`src/rtl/mem_port_arbiter.sv`:
```
// mem_port_arbiter: arbitrates the CPU fetch port (read-only) and data port
// (read/write) onto a single-port 512x32 synchronous RAM, one access per cycle.
// Each access is acknowledged in the cycle after it is issued, with read data
// taken straight from the RAM output.
//
// Handshake: a requester raises *_req and holds it, along with its address and
// data, until it samples the one-cycle *_ack pulse. In the ack cycle the port is
// not eligible for a new grant, so a request still held there is not reissued.
// On the following cycle it must drop req or present a new transaction.
//
// Optional feature macro: MEM_ARB_WPROT_EN. When it is defined, data stores to
// addresses 0..WPROT_TOP still take a RAM slot, but the write strobe is
// suppressed and the ack carries d_err=1.
//
// dbg_state exposes the flight-tracking state: 0=IDLE, 1=I_FLIGHT, 2=D_FLIGHT.
module mem_port_arbiter #(
    parameter logic [8:0] WPROT_TOP = 9'd63
) (
    input  logic        clk,
    input  logic        reset,
    input  logic        if_req,
    input  logic [8:0]  if_addr,
    output logic        if_ack,
    output logic [31:0] if_rdata,
    input  logic        d_req,
    input  logic        d_we,
    input  logic [8:0]  d_addr,
    input  logic [31:0] d_wdata,
    output logic        d_ack,
    output logic [31:0] d_rdata,
    output logic        d_err,
    output logic        ram_write,
    output logic [8:0]  ram_addr,
    output logic [31:0] ram_d,
    input  logic [31:0] ram_q,
    output logic [1:0]  dbg_state
);

`ifdef MEM_ARB_WPROT_EN
    localparam logic WPROT_EN = 1'b1;
`else
    localparam logic WPROT_EN = 1'b0;
`endif

    typedef enum logic [1:0] {
        ST_IDLE     = 2'd0,
        ST_I_FLIGHT = 2'd1,
        ST_D_FLIGHT = 2'd2
    } st_t;

    st_t  st_q, st_d;
    logic last_fetch_q, last_fetch_d;  // 1: the most recent grant went to fetch
    logic err_q, err_d;                // the data access in flight was a blocked store

    logic if_elig, d_elig;
    logic grant_if, grant_d;
    logic wprot_hit;

    // A store into the protected code region; always 0 when protection is compiled out.
    assign wprot_hit = WPROT_EN && d_we && (d_addr <= WPROT_TOP);

    // Grant selection, next-state computation and RAM drive.
    always_comb begin
        st_d         = ST_IDLE;
        last_fetch_d = last_fetch_q;
        err_d        = 1'b0;
        grant_if     = 1'b0;
        grant_d      = 1'b0;
        ram_write    = 1'b0;
        ram_addr     = 9'd0;
        ram_d        = 32'd0;

        // A port is never reissued while its own ack is still pending.
        if_elig = if_req && (st_q != ST_I_FLIGHT);
        d_elig  = d_req  && (st_q != ST_D_FLIGHT);

        if (!reset) begin
            if (if_elig && d_elig) begin
                // Round robin: the port that did not win last time gets this slot.
                grant_d  = last_fetch_q;
                grant_if = !last_fetch_q;
            end else begin
                grant_if = if_elig;
                grant_d  = d_elig;
            end
        end

        if (grant_if) begin
            st_d         = ST_I_FLIGHT;
            last_fetch_d = 1'b1;
            ram_addr     = if_addr;
        end else if (grant_d) begin
            st_d         = ST_D_FLIGHT;
            last_fetch_d = 1'b0;
            ram_addr     = d_addr;
            ram_d        = d_wdata;
            ram_write    = d_we && !wprot_hit;
            err_d        = wprot_hit;
        end
    end

    // Flight state, round-robin history and error flag registers.
    always_ff @(posedge clk) begin
        if (reset) begin
            st_q         <= ST_IDLE;
            last_fetch_q <= 1'b1;
            err_q        <= 1'b0;
        end else begin
            st_q         <= st_d;
            last_fetch_q <= last_fetch_d;
            err_q        <= err_d;
        end
    end

    // Acks follow the flight state. Reset suppresses them at once, which discards any in-flight read.
    always_comb begin
        if_ack    = (st_q == ST_I_FLIGHT) && !reset;
        d_ack     = (st_q == ST_D_FLIGHT) && !reset;
        d_err     = d_ack && err_q;
        if_rdata  = ram_q;
        d_rdata   = ram_q;
        dbg_state = st_q;
    end

endmodule

```
`config.mk`:
```
export PLATFORM = sky130hd
export DESIGN_NAME = mem_port_arbiter
export DESIGN_NICKNAME = d
export VERILOG_FILES = /design/src/rtl/mem_port_arbiter.sv
export SDC_FILE = /design/constraint.sdc
export NUM_CORES = 1
export LEC_CHECK = 0
export BUFFER_PORTS_ARGS = -buffer_cell sky130_fd_sc_hd__buf_2
export CAP_MARGIN = 15
export CELL_PAD_IN_SITES_DETAIL_PLACEMENT = 0
export CELL_PAD_IN_SITES_GLOBAL_PLACEMENT = 1
export CORE_ASPECT_RATIO = 0.8
export CORE_MARGIN = 4
export CORE_UTILIZATION = 13
export CTS_BUF_LIST = sky130_fd_sc_hd__clkbuf_16
export CTS_CLUSTER_DIAMETER = 40
export CTS_CLUSTER_SIZE = 25
export DETAILED_ROUTE_END_ITERATION = 8
export PLACE_DENSITY = 0.77
export SLEW_MARGIN = 40
export SYNTH_ARGS = -nofsm -noshare
export SYNTH_HDL_FRONTEND = slang
export SYNTH_SLANG_ARGS = --single-unit
```
`constraint.sdc`:
```
create_clock -name clk -period 1.3 [get_ports clk]
set_clock_uncertainty 0.2 [all_clocks]
set_input_delay 0.065 -clock clk [delete_from_list [all_inputs] [get_ports clk]]
set_output_delay 0.065 -clock clk [all_outputs]
set_load 0.005 [all_outputs]
```
# Word level (Yosys, flattened, before mapping)
# Cells that the tools add are included.
# op_classes
reduce_logical	8
n_eq_ne	4
n_mux	12
# op_table
cell	count
$mux 32	2
$mux 9	2
$mux 1	7
$logic_and 1x1->1	5
$eq 2x1->1 const B	1
$eq 2x2->1 const B	1
$logic_not 1->1	2
$mux 2	1
$ne 2x1->1 const B	1
$ne 2x2->1 const B	1
$reduce_or 2->1	1
# word_totals
register_bits	3
word_cells	27
inputBits	87

# Depth between registers and ports, before layout
# Gate-level depths: netlist of run 1.
# depth
word_depth	7
depth_mapped	5
mapped_depth_nobuf	4

# Worst setup path before layout of run 1
# Ideal clock, no wire load.
# synth_path
path_type	register -> output
start	register st_q[0], in the netlist dbg_state[0]
end	output port ram_addr[2]
slack_ps	-174
n_path_buf	1
required_ps	1035
path_stages_with_launch	6
arrival_ps	1209
path_cell_list	dfxtp_1 -> nor2b_2 -> a21oi_2 -> nor3b_4 -> buf_6 -> a22o_2
# synth_between
elab_chain_cells	7
word_cells_on_any_way	11
# synth_rtl
item	line	text
start: declaration	51	st_t st_q, st_d;
start signal: assignment	109	st_q <= st_d;
$ne 2x1->1 or $ne 2x2->1 (tied branches)	74, 75	
$logic_and 1x1->1, on equally long branches	74, 75	
$logic_and 1x1->1	78	if (if_elig && d_elig) begin
$mux 1	78	
$mux 1	77	if (!reset) begin
$mux 9	92	end else if (grant_d) begin
$mux 9 (*)	88	if (grant_if) begin
end: declaration	33	output logic [8:0] ram_addr,
# Mark *: on every way between the ends. The rest lies on a longest branch, timed or not.

# Worst setup path after layout of run 1
# layout_path
start	register last_fetch_q
end	output port ram_addr[3]
# layout_between
elab_chain_cells	4
word_cells_on_any_way	7
# layout_rtl
item	line	text
start: declaration	52	logic last_fetch_q, last_fetch_d;
start signal: assignment	110	last_fetch_q <= last_fetch_d;
$mux 1 or $logic_not 1->1 (tied branches)	78, 81	
$mux 1, on equally long branches	77, 78	
$mux 9 or $mux 1 (tied branches)	92, 77	
$mux 9 (*)	88	
# Marks and branches as above.

==> results of run 1 <==
per-layer routing:
metal  wire, um  global-route usage  vias up
met1       1090              0.0657      458
met3        368              0.0268       10
li1           -                   -      503
met4        100              0.0302        0
met2       1870               0.104       85
met5          0                   0        -
cells in the final DEF, fill, tap and decap left out:
cell type / netlist / final
buf_2: 0 / 99
dlygate4sd3_1: 0 / 34
and2_1: 29 / 28
a22o_2: 7 / 7
buf_6: 4 / 6
and2_2: 4 / 4
buf_4: 65 / 4
clkbuf_16: 0 / 3
a21oi_4: 0 / 2
or2b_1: 2 / 2
nand2_1: 3 / 2
a22o_1: 2 / 2
buf_12: 0 / 2
nand2b_4: 1 / 1
nand2b_2: 1 / 1
nor2b_4: 0 / 1
nor3b_4: 1 / 1
and2_4: 0 / 1
nand2_2: 0 / 1
nor2_4: 0 / 1
nor2_2: 0 / 1
nor2_1: 3 / 1
a211o_1: 1 / 1
conb_1: 1 / 1
inv_1: 0 / 1
dfxtp_2: 0 / 1
dfxtp_4: 0 / 1
dfxtp_1: 3 / 1
worst min-delay path by stage:
stage               from                         to  slack (ps)  cells past startpoint
4_1_cts           if_req  last_fetch_q$_SDFFE_PP1P_          30                      4
3_3_place_gp   ram_q[16]                d_rdata[16]         -70                      0
3_5_place_dp   ram_q[16]                d_rdata[16]         -70                      0
5_1_grt           if_req  last_fetch_q$_SDFFE_PP1P_          90                      4
6_report          if_req  last_fetch_q$_SDFFE_PP1P_          60                      4
2_1_floorplan      reset  last_fetch_q$_SDFFE_PP1P_         -40                      1
timing repair:
| item | 4_1_cts | 5_1_grt |
|---|---|---|
| cloned | 0 | 0 |
| hold buffers | 34 | 0 |
| pin swaps | 2 | 2 |
| endpoints found under the hold margin | 65 | 0 |
| gates resized for setup | 8 | 10 |
| setup buffers | 3 | 3 |
| setup endpoints to repair | 45 | 47 |
power groups by stage:
stage	combinational, mW	sequential [mW]	clock [mW]
CTS	0.463	0.107	0.494
global route	0.518	0.108	0.505
global placement	0.309	0.108	0
detailed placement	0.315	0.109	0
finish	0.470	0.107	0.481
floorplan	0.299	0.109	0
metrics by stage:
step / area [um^2] / hold slack, ps / util / total power [mW] / setup WS (ps)
4_1_cts: 1680 / 31.2 / 0.225 / 1.06 / -504
2_1_floorplan: 1020 / -40.6 / - / 0.408 / -152
3_5_place_dp: 1190 / -69.9 / 0.159 / 0.424 / -305
3_3_place_gp: 1190 / -69.9 / 0.159 / 0.417 / -251
6_report: 1700 / 60.1 / 0.228 / 1.06 / -494
5_1_grt: 1700 / 85.1 / 0.228 / 1.13 / -575
kinds of logic after synthesis:
family,Yosys count,share of synthesized area
AO/OA/AOI/OAI,12,0.113
buffers and inverters,69,0.528
flip-flops,3,0.0595
other,1,0.00371
AND/OR/NAND/NOR,45,0.296
flip-flops by register name, summed over array words and instances (netlist names):
register / cells
dbg_state: 2
last_fetch_q: 1
final cells by class:
cell class	count	area, um^2
fillers	824	5760
multi-input cells	58	452
well taps	105	131
clock inverters	1	3.75
flip-flops and latches	3	65.1
clock buffers	3	75.1
repair buffers	145	973
worst max-delay path, stage by stage, from the launching register on:
cell,delay [ps]
dfxtp_1,290
nand2b_2,200
a21oi_4,180
nor3b_4,70
buf_12,150
a22o_2,270
buf_2,120
==> metrics, run 1 <==
unique cell type count in the Yosys netlist=17; CTS tree=yes; clk sinks=3; WP data arrival=approximately 1500 ps; I/O pins=about 200; first-pass GRT wire length=~4600 um; vias in the first global route=1045; status=finished, violations left; proportion of layout cells with a drive suffix above 1=0.652; part of the power in combinational logic=0.444; unrepaired setup endpoints after global routing=true; initial detailed-routing violation count=35; Max Clk Rate=around 0.56 GHz; Pint=781 uW; syn nets=around 220; CP Class=flip-flop to primary output; capture point of the worst reg-to-reg path=dbg_state[0]$_SDFF_PP0_; Port-buffer cells=100; dominant cells by area after synthesis=buf_4 (48%), and2_1 (18%), a22o_2 (6.9%); Max-Cap Viols=0; initial antenna violation count=0; core area=roughly 7500 um^2; register area share after synthesis=0.0595; critical path required time=approximately 1000 ps; Detailed Routing Iterations Pass 1=4; root buffer cell=clkbuf_16; yosys warns=0; period utilization=1.38; Setup TNS=-19280 ps; Mapped Area=about 1000 um^2; Worst VDD drop=about 0.28 mV; switching part of the total=0.262; CTS H-tree lvls=1; die area=slightly above 9000 um^2; Setup-failing EPs final=46; fin. max-slew vios=0; Mapped Cells=130; PD cells=between 600 and 700 nW/um^2; per-cell routed wire length=10.9 um; row count=28; GR Overflow Total=0; ANT cells=0; die height=86.8 um; flops & latches, synth=3; clk_lat worst skew=approximately 220 ps; Post-synth EDFFs=0; Syn Area/Cell=slightly below 8 um^2; final setup margin=-494 ps; routability cong.=between 0.7 and 0.8; Area Overhead vs Synth=68.4%; vias per cell=between 3 and 4; DRC viols=0; worst r2r src=dbg_state[1]$_SDFF_PP0_; Clock Path Buffers=2; hold crit path type=primary input to flip-flop; Post-DRT Antenna Nets=0; min Tclk post-route=between 1500 and 2000 ps; synth cell count leaders=buf_4 (65), and2_1 (29), a22o_2 (7), and2_2 (4), buf_6 (4); Layout Cells excl Fill=~320; total track usage=0.0612; Hold Vio Cnt, Final=0; Placed Cells=about 270; sequential share of power=0.101; CP Capture Point=ram_addr[3]; Nets=298; number of cells on the worst reg-to-reg path=5; Post-synth top flop=dfxtp_1; crit-path max FO=33; drt total wl=approximately 3400 um; Startpoint Class=flip-flop; Num CTS Buffers=3; P_sw=roughly 280 uW; Critical Path Sink Type=primary output; DIE WIDTH=roughly 110 um; area leader, netlist=buf_4; flop2flop setup slack=-20 ps; leak pwr=between 0.9 and 1 nW; top-count cell post-synth=buf_4; Worst-path clk slew=approximately 30 ps; failing checks=setup timing; Setup crit start=last_fetch_q$_SDFFE_PP1P_; hpwl dp=2320 um; pin count of the biggest net entering global routing=34; vias post-DR=1056; Yosys top cell area share=0.483; clock power share=0.455; asr flop ratio synth=0; starting density of the core=0.135
No activity file was read; power rests on OpenSTA's default activity.
==> inputs of run 2 (changes only) <==
ABC_AREA = 1   (was default)
ABC_CLOCK_PERIOD_IN_PS = 1300   (was default)
CORE_UTILIZATION = 14   (was 13)
GPL_TIMING_DRIVEN = 0   (was default)
PLACE_DENSITY = 0.73   (was 0.77)
==> run 2 against run 1 <==
Compared with the run above:
- the flow still finishes with violations (setup timing)
- sequential power about the same
- combinational power up 54%
- flip-flop and latch count unchanged
- critical path type unchanged
- worst setup slack better by 170 ps
- final area up 47%
- first-iteration DRC count up 8.6%
- area after synthesis up 22%
- synthesized cell count up 42%
- wire length up 43%
- total power up 24%
- clock power about the same
==> metrics, run 2 <==
Max Clk Rate=around 0.62 GHz; area leader, netlist=buf_4; Seq. cell area=slightly below 70 um^2; final setup margin=-324 ps; max incr delay on CP=350 ps; die height=around 92 um; mux share of post-synthesis cell area=0; fin. max-slew vios=0; Worst-path clk slew=about 30 ps; Setup TNS=-12810 ps; first-pass GRT wire length=7470 um; total track usage=0.0842; initial antenna violation count=0; most frequent cells in the layout=buf_2 (162), buf_4 (72), inv_1 (35); number of cells on the worst reg-to-reg path=6; DIE WIDTH=approximately 110 um; Post-synth EDFFs=0; Nets=around 450; Mapped Area=1230 um^2; capture point of the worst reg-to-reg path=dbg_state[1]$_SDFF_PP0_; root buffer cell=clkbuf_16; synth cell count leaders=buf_4 (65), inv_1 (34), nor2_2 (19), nand2_1 (12), nand3_1 (11); proportion of layout cells with a drive suffix above 1=0.800; yosys warns=0; Layout Cells excl Fill=~480; syn nets=between 200 and 300; min Tclk post-route=1620 ps; WHS Endpoint=if_rdata[1]; Syn Area/Cell=roughly 6.7 um^2; hold slack=slightly below 100 ps; Startpoint Class=flip-flop; flop2flop setup slack=-20 ps; Post-synth top flop=dfxtp_1; Hold Vio Cnt, Final=0; vias post-DR=between 1500 and 2000; per-cell routed wire length=10.3 um; commonest non-fill, non-tap cell in the layout=buf_2; CTS tree=yes; unique cell type count in the Yosys netlist=18; unrepaired setup endpoints after global routing=true; Max-Cap Viols=0; CTS H-tree lvls=1; worst r2r src=dbg_state[1]$_SDFF_PP0_; clk sinks=3; vias in the first global route=roughly 1600; Setup-failing EPs final=44; Detailed Routing Iterations Pass 1=4; failing checks=setup timing; pin count of the biggest net entering global routing=11; PD cells=around 520 nW/um^2; Hold Startpoint=ram_q[1]; critical path required time=slightly above 1000 ps; flops & latches, synth=3; row count=30; Port-buffer cells=around 160; ANT cells=0; Critical Path Sink Type=primary output; hold crit path type=primary input to primary output; DRC viols=0; Crit-path slowest cell=dfxtp_4; Synth Area in Simple Gates=0.396; I/O pins=198; status=finished, violations left; crit-path max FO=5; routability cong.=between 0.7 and 0.8; vias per cell=between 3 and 4; Clock Path Buffers=2; largest family of logic cells by synthesized area=buffers and inverters; Filler cells=917; top-count cell post-synth=buf_4; Yosys top cell area share=0.396; asr flop ratio synth=0; WP data arrival=about 1400 ps; Synth Area in Compound Gates=0.00710; Num CTS Buffers=3; clk_lat worst skew=220 ps; Area Overhead vs Synth=102%; Post-Synth XOR/XNOR Area=0; GR Overflow Total=0; multi-input logic area=roughly 540 um^2; Post-DRT Antenna Nets=0; cells along the critical path=inv_2 > nand2_2 > nand3b_4 > nand2_8 > buf_12 > nor2_4 > buf_6; drt total wl=between 4000 and 5000 um; die area=~10000 um^2; leak pwr=1.60 nW; CP Class=flip-flop to primary output; hold depth=2; Mapped Cells=about 180; register area share after synthesis=0.0487; initial detailed-routing violation count=38; Power Total=~1.3 mW; dominant cells by area after synthesis=buf_4 (40%), inv_1 (10%), nor2_2 (9.6%); Placed Cells=460; starting density of the core=0.145; max FFs per register=2; adder-cell area share of the yosys netlist=0; hpwl dp=between 4000 and 5000 um; Worst VDD drop=roughly 0.37 mV; core area=around 8500 um^2; period utilization=1.25
run 2: area by class of cell:
cell class                 instances  share of cell area
buffer                            68               0.218
timing repair buffer             177               0.392
inverter                          38              0.0572
sequential                         3              0.0271
clock inverter                     1             0.00151
clock buffer                       3              0.0301
tap                              112              0.0562
multi-input combinational         75               0.218
run 2: worst max path at each step:
stage,from,to,cells after the start
detailed placement,dbg_state[1]$_SDFF_PP0_,ram_d[14],7
global placement,dbg_state[1]$_SDFF_PP0_,ram_d[14],7
CTS,dbg_state[0]$_SDFF_PP0_,ram_d[0],8
finish,dbg_state[1]$_SDFF_PP0_,ram_d[0],7
global route,dbg_state[1]$_SDFF_PP0_,ram_d[13],7
floorplan,dbg_state[1]$_SDFF_PP0_,dbg_state[1]$_SDFF_PP0_,6
run 2: stage by stage:
step	utilization	area (um^2)	setup slack, ps
floorplan	-	1240	17.4
global placement	0.258	2200	-241
global route	0.293	2490	-394
CTS	0.283	2410	-337
detailed placement	0.258	2200	-246
finish	0.293	2490	-324
run 2: routing by layer:
layer,part of all wire,up-vias,GRT usage
li1,-,840,-
met1,0.35,720,0.0962
met2,0.55,84,0.161
met3,0.096,4,0.0158
met4,0.0059,0,0.0170
met5,0,-,0
run 2: power breakdown:
| part | total, mW | internal (mW) | switching [mW] |
|---|---|---|---|
| logic | 0.722 | 0.422 | 0.300 |
| registers | 0.108 | 0.0985 | 0.00904 |
| clock network | 0.479 | 0.396 | 0.0823 |
| total | 1.31 | 0.917 | 0.391 |
run 2: cells by family after synthesis:
| kind of cell | after synthesis |
|---|---|
| AND/OR/NAND/NOR | 73 |
| flip-flops | 3 |
| AO/OA/AOI/OAI | 1 |
| buffers and inverters | 106 |
| other | 1 |
run 2: worst max-delay path, delay by kind of cell, from the launching register on:
family,cells,cell delay [ps]
and+or+nand+nor,4,420
DFF,1,350
buffers and inverters,3,350
run 2: timing repair:
item                                    4_1_cts  5_1_grt
cloned                                        1        0
endpoints found under the hold margin         1        0
resized for setup                             9       11
endpoints found under the setup margin       45       46
buffers inserted                              8        3
pin swaps                                     5        3
hold buffers                                  1        0
==> inputs of run 3 (changes only) <==
SETUP_SLACK_MARGIN = 0.15   (was default)
==> run 3 against run 2 <==
Compared with the run above:
- the run still ends with setup timing left
- critical path depth up 1
- clock-buffer cell count unchanged
- flip-flop and latch count unchanged
- hold slack worse by 72 ps
- total power up 2.4%
- largest power group unchanged
==> metrics, run 3 (same netlist as run 2, synthesis figures left out) <==
per-cell routed wire length=10.7 um; P_sw=slightly above 400 uW; Area Overhead vs Synth=109%; Hold Startpoint=d_req; root buffer cell=clkbuf_16; CTS H-tree lvls=1; die area=just over 10000 um^2; switching part of the total=0.305; Nets=approximately 450; vias per cell=3.42; starting density of the core=0.145; initial detailed-routing violation count=34; most frequent cells in the layout=buf_2 (161), buf_4 (72), inv_1 (35); crit-path max FO=6; Critical Path Sink Type=primary output; max FFs per register=2; number of cells on the worst reg-to-reg path=7; Hold Vio Cnt, Final=0; period utilization=1.26; capture point of the worst reg-to-reg path=dbg_state[1]$_SDFF_PP0_; DRC viols=0; pin count of the biggest net entering global routing=11; Pint=approximately 930 uW; Port-buffer cells=about 160; Worst VDD drop=roughly 0.46 mV; row count=30; fin. max-slew vios=0; Filler cells=between 900 and 1000; leak pwr=about 1.6 nW; Setup TNS=-13100 ps; Clock Path Buffers=2; DR WL met2=around 2900 um; part of the power in combinational logic=0.560; M1 wire length=~1700 um; DIE WIDTH=around 110 um; highest metal used=met4; final setup margin=-333 ps; vias post-DR=between 1500 and 2000; WHS Endpoint=last_fetch_q$_SDFFE_PP1P_; commonest non-fill, non-tap cell in the layout=buf_2; worst r2r src=dbg_state[1]$_SDFF_PP0_; hold slack=approximately 24 ps; flop2flop setup slack=-90 ps; I/O pins=about 200; initial antenna violation count=0; sequential share of power=0.080; failing checks=setup timing; unrepaired setup endpoints after global routing=true; GR Overflow Total=0; CTS tree=yes; vias in the first global route=between 1500 and 2000; PD cells=around 520 nW/um^2; status=finished, violations left; Max Clk Rate=between 0.6 and 0.7 GHz; Startpoint Class=flip-flop; Setup-failing EPs final=between 40 and 50; total track usage=0.0844; CP Class=flip-flop to primary output; Detailed Routing Iterations Pass 1=4; Post-DRT Antenna Nets=0; first-pass GRT wire length=roughly 7300 um; Met3 Wirelength=~400 um; Num CTS Buffers=3; hpwl dp=approximately 4300 um; Max-Cap Viols=0; proportion of layout cells with a drive suffix above 1=0.800; min Tclk post-route=approximately 1600 ps; clk sinks=3; hold crit path type=primary input to flip-flop; ANT cells=0; die height=between 90 and 100 um; dpl ws=-207 ps; clk_lat worst skew=~220 ps; clock power share=0.360; Worst-path clk slew=30 ps; critical path required time=a little over 1000 ps; routability cong.=0.734; hold depth=4; core area=between 8000 and 9000 um^2; drt total wl=about 5000 um; WP data arrival=1370 ps
==> run 3: power groups by stage <==
| stage | clock [mW] | combinational [mW] | sequential, mW |
|---|---|---|---|
| CTS | 0.490 | 0.714 | 0.107 |
| global placement | 0 | 0.639 | 0.108 |
| floorplan | 0 | 0.359 | 0.109 |
| finish | 0.483 | 0.751 | 0.107 |
| global route | 0.503 | 0.815 | 0.107 |
| detailed placement | 0 | 0.647 | 0.109 |
==> run 3: area by class of cell <==
class	count	area, um^2	area share
Timing Repair Buffer	177	1010	0.391
Multi-Input combinational cell	75	587	0.228
Buffer	68	548	0.213
Inverter	38	145	0.0564
Tap cell	112	140	0.0545
Clock buffer	3	75.1	0.0292
Sequential cell	3	67.6	0.0263
Clock inverter	1	3.75	0.00146
==> run 3: worst max-delay path by stage <==
| stage | start | endpoint | slack [ps] | cells after the start |
|---|---|---|---|---|
| floorplan | dbg_state[0]$_SDFF_PP0_ | ram_d[0] | 30 | 7 |
| global placement | dbg_state[1]$_SDFF_PP0_ | ram_addr[4] | -210 | 5 |
| detailed placement | dbg_state[0]$_SDFF_PP0_ | ram_d[17] | -210 | 8 |
| CTS | dbg_state[0]$_SDFF_PP0_ | ram_d[17] | -360 | 8 |
| global route | dbg_state[0]$_SDFF_PP0_ | ram_addr[0] | -410 | 9 |
| finish | dbg_state[0]$_SDFF_PP0_ | ram_d[18] | -330 | 8 |
==> run 3: timing repair <==
item,4_1_cts,5_1_grt
hold buffers,1,0
pin swaps,5,5
setup endpoints to repair,46,47
buffers inserted,8,2
resized for setup,11,18
cloned,1,1
hold endpoints to repair,1,0
==> run 3: metrics by stage <==
stage / util / total power, mW / std cells / area [um^2]
after floorplan: - / 0.468 / 184 / 1240
after global placement: 0.258 / 0.747 / 460 / 2200
after detailed placement: 0.258 / 0.756 / 460 / 2200
after CTS: 0.287 / 1.31 / 474 / 2450
after global routing: 0.302 / 1.42 / 477 / 2570
final: 0.302 / 1.34 / 477 / 2570
==> run 3: layer usage <==
metal  vias to the layer above  global-route usage
met1                       719              0.0892
met2                        75               0.167
met3                         2              0.0139
met4                         0              0.0290
met5                         -                   0
li1                        837                   -
==> run 3: critical path: stages, from the launching register on <==
cell and delay, ps:
dfxtp_4 350, inv_2 40, nand2_4 70, nand2_4 70, nor2_8 130, nand2_8 110, clkbuf_16 180, nor2_4 60
buf_2 110
